<file path="src/rtl/dp_mem.sv">
`default_nettype none
// ============================================================================
// Module   : dp_mem
// Brief    : Simple dual-port synchronous RAM with one write port, one read
//            port, global enable and registered read data.
// Revision : 1.0 - initial release
// ============================================================================

module dp_mem #(
  parameter int DATA_WIDTH = 8,
  parameter int ADDR_WIDTH = 4,
  parameter int DEPTH      = 2 ** ADDR_WIDTH
) (
  input  logic                  clk,
  input  logic                  rst,
  input  logic                  enb,
  input  logic                  wr,
  input  logic                  rd,
  input  logic [ADDR_WIDTH-1:0] w_addr,
  input  logic [ADDR_WIDTH-1:0] r_addr,
  input  logic [DATA_WIDTH-1:0] w_data,
  output logic [DATA_WIDTH-1:0] r_data
);

  logic [DATA_WIDTH-1:0] mem_q [DEPTH];
  logic [DATA_WIDTH-1:0] mem_d [DEPTH];
  logic [DATA_WIDTH-1:0] r_data_q;
  logic [DATA_WIDTH-1:0] r_data_d;

  // Read samples mem_q, so a same-address write lands after the old word is taken.
  always_comb begin
    mem_d    = mem_q;
    r_data_d = r_data_q;
    if (enb) begin
      if (rd) begin
        r_data_d = mem_q[r_addr];
      end
      if (wr) begin
        mem_d[w_addr] = w_data;
      end
    end
  end

  always_ff @(posedge clk or negedge rst) begin
    if (!rst) begin
      mem_q    <= '{default: '0};
      r_data_q <= '0;
    end else begin
      mem_q    <= mem_d;
      r_data_q <= r_data_d;
    end
  end

  assign r_data = r_data_q;

endmodule

`default_nettype wire

</file>
<file path="config.mk">
export PLATFORM = sky130hd
export DESIGN_NAME = dp_mem
export DESIGN_NICKNAME = d
export VERILOG_FILES = /design/src/rtl/dp_mem.sv
export SDC_FILE = /design/constraint.sdc
export NUM_CORES = 1
export LEC_CHECK = 0
export CAP_MARGIN = 10
export CORE_MARGIN = 2
export CORE_UTILIZATION = 40
export DETAILED_ROUTE_END_ITERATION = 16
export PLACE_DENSITY = 0.69
export SKIP_CTS_REPAIR_TIMING = 1
export SLEW_MARGIN = 0
export SYNTH_ARGS = -nofsm -noshare
export SYNTH_HDL_FRONTEND = slang
export SYNTH_SLANG_ARGS = --single-unit
</file>
<file path="constraint.sdc">
create_clock -name clk -period 1.3 [get_ports clk]
set_clock_uncertainty 0.05 [all_clocks]
set_input_delay 0.26 -clock clk [delete_from_list [all_inputs] [get_ports clk]]
set_output_delay 0.26 -clock clk [all_outputs]
set_load 0.05 [all_outputs]
</file>
==> results.md <==
- Status: finished, violations left
- Failing checks: setup timing
- Routed length per instance: 19.51 um
- Post-synthesis sequential area ratio: 0.5474
- CP max stage cell: dfrtp_1
- Final min period: 1339 ps
- Pre-CTS WS: -762.5 ps
- Dpl hpwl: 9940 um
- Tcrit/Tclk final: 1.030
- Number of nets in the layout: 569
- # H-tree levels: 4
- Power Internal: 9.940 mW
- Worst-margin pin slew: 307.6 ps
- Reg clk slew, reported paths: 60 ps
- Via Count: 4041
- Met3 usage: 0.04449
- Main synth FF type: dfrtp_1
- Design Area, Final: 0.008274 mm2
- Vias per cell: 5.395
- Drt first pass iters: 4
- CTS tree: yes
- P_leak: 3.877 nW
- Routability cong.: 0.8149
- Layout cells sized above 1: 0.4563
- DIE WIDTH: 128.7 um
- Psw: 3.234 mW
- Post-placement cell area: 0.007521 mm2
- Crit-path max FO: 2
- Setup_tns: -165.7 ps
- Max-slew headroom: 0.7949
- # DRC: 0
- Max-slew violation count: 0
- #FFs+latches synth: 136
- Buf+Inv Stages, Crit Path: 1
- Largest net degree at the start of global routing: 38
- Clk sinks: 136
- I/O pin count: 29
- Core Area: 0.01520 mm2
- CP Capture Type: primary output
- Synth async-reset ratio: 1.000
- Cell Pwr Density: 1592 mW/mm2
- Die Ht: 128.7 um
- Fin cells: 749
- RSZ-0062 raised after global routing: true
- Setup violators final: 8
- Max Cap Viol: 0
- Mapped Cells: 464
- Placed Cells: 713
- Req. time, crit path: 990 ps
- PnR Total Power: 13.17 mW
- Row cnt: 45
- Met2 global-route usage: 0.3215
- Yosys warnings: 0
- Area growth from synthesis to layout: 33.09%
- Vias in the first global route: 4426
- I/O Buffers: 28
- Initial antenna violation count: 0
- Peak Freq: 746.9 MHz
- CTS Buffer Depth: 2
- Drt total wl: 14620 um
- Peak VDD IR: 888.8 uV
- Crit path depth: 1
- Routed Antenna Nets: 0
- Antenna cells: 0
- Synth unique cells: 22
- Hold Path Class: input port to asynchronous set/reset pin
- Sequential share of power: 0.419
- Num CTS Buffers: 17
- Arr. time, crit path: 1030 ps
- Worst-Skew Late Latency: 420 ps
- Synthesized Nets: 485
- Worst Setup Path Type: flip-flop to primary output
- Initial Util: 0.4090
- Setup ws final: -38.85 ps
- Synthesized area: 0.006217 mm2
- Startpoint types: flip-flop
- First-pass GRT wire length: 23670 um
- M1 GR Usage: 0.2396
- Syn avg cell area: 13.40 um2
- Worst-path cell chain: buf_12
- GRT overflow: 0
- Reg2reg path depth: 4
- Gate power share: 0.169
- Total GRT Usage: 0.1894
- Starting DRT DRC Count: 197
- Post-synth EDFFs: 0
- CP top delay family: flip-flops
- Global routing's busiest layer: met2
- Final Hold Viols: 0
- Clock Power Share: 0.412
- Root Buffer: clkbuf_16
- Die footprint: 0.01656 mm2
- Switch share: 0.2455
- Slowest stage delay, CP: 430 ps
-- layout make-up --
cell class / instances / area, um2
fill: 1253 / 6928
sequential: 136 / 3405
multi-input combinational: 302 / 2839
timing repair buffer: 91 / 1124
clock buffer: 21 / 480.5
tap: 188 / 235.2
clock inverter: 11 / 191.4
-- cell families after synthesis --
logic type      after synthesis  synth area share
simple gates                 84           0.07064
flops                       136            0.5474
compound gates               26           0.02818
buf+inv                      26           0.01892
mux                         192            0.3349
-- path summary, 6_finish.rpt --
check	start	to	slack [ps]
setup reg to reg	mem_q[44]$_DFFE_PN0P_	r_data[4]$_DFFE_PN0P_	230
max in group asynchronous	rst	mem_q[13]$_DFFE_PN0P_	460
hold / removal	rst	r_data[0]$_DFFE_PN0P_	240
hold reg to reg	mem_q[29]$_DFFE_PN0P_	mem_q[29]$_DFFE_PN0P_	450
min in group clk	w_addr[0]	mem_q[63]$_DFFE_PN0P_	370
setup / recovery	r_data[7]$_DFFE_PN0P_	r_data[7]	-40
-- power by group through the flow --
stage	Combinational (mW)	Sequential (mW)	Clock (mW)
floorplan	1.29	5.57	0
finish	2.22	5.52	5.43
detailed placement	2.20	5.59	0
CTS	2.23	5.53	5.51
global route	2.41	5.62	5.70
global placement	2.12	5.53	0
-- state kept, by name, indices dropped and copies added, names as in the netlist --
register / flops
r_data: 8
mem_q: 128
-- stage by stage --
step | util | hold WS (ps)
5_1_grt | 0.5443 | 256.5
3_3_place_gp | 0.4947 | 105.6
6_report | 0.5443 | 238.2
4_1_cts | 0.5389 | -342.9
3_5_place_dp | 0.4947 | 110.8
2_1_floorplan | - | -85.59
-- synthesized netlist by cell type (3+ instances only) --
| library cell | n | area share |
|---|---|---|
| nor2_2 | 9 | 0.0091 |
| nand2_1 | 32 | 0.019 |
| clkbuf_1 | 15 | 0.0091 |
| mux2i_1 | 64 | 0.10 |
| dfrtp_1 | 136 | 0.55 |
| nand3_1 | 19 | 0.015 |
| nor2_1 | 3 | 0.0018 |
| a22oi_1 | 18 | 0.022 |
| nand2b_1 | 3 | 0.0030 |
| buf_2 | 10 | 0.0081 |
| mux2_2 | 128 | 0.23 |
| a21oi_1 | 8 | 0.0064 |
| nand4_1 | 7 | 0.0070 |
-- layer usage --
| layer | vias to the layer above | routed length, um |
|---|---|---|
| li1 | 1858 | - |
| met1 | 2093 | 6354 |
| met2 | 70 | 7477 |
| met3 | 20 | 575 |
| met4 | 0 | 209 |
| met5 | - | 0 |
-- cell usage in the layout, fill, tap and decap left out, drive strengths merged --
cell | netlist | final
inv | 0 | 1
nand2 | 32 | 32
nor4 | 1 | 1
mux2i | 64 | 64
clkdlybuf4s50 | 0 | 10
dlymetal6s2s | 0 | 7
nand2b | 3 | 3
buf | 11 | 73
clkbuf | 15 | 21
mux2 | 128 | 128
clkinvlp | 0 | 3
a22oi | 18 | 18
a21oi | 8 | 8
nor2 | 12 | 12
bufinv | 0 | 5
and2 | 1 | 1
nand4b | 2 | 2
clkinv | 0 | 2
dfrtp | 136 | 136
nor3 | 2 | 2
or3 | 1 | 1
nand4 | 7 | 7
nand3 | 19 | 19
dlygate4sd3 | 0 | 1
or4 | 2 | 2
nor2b | 2 | 2
Note: power is estimated with default switching activity, not from simulation.
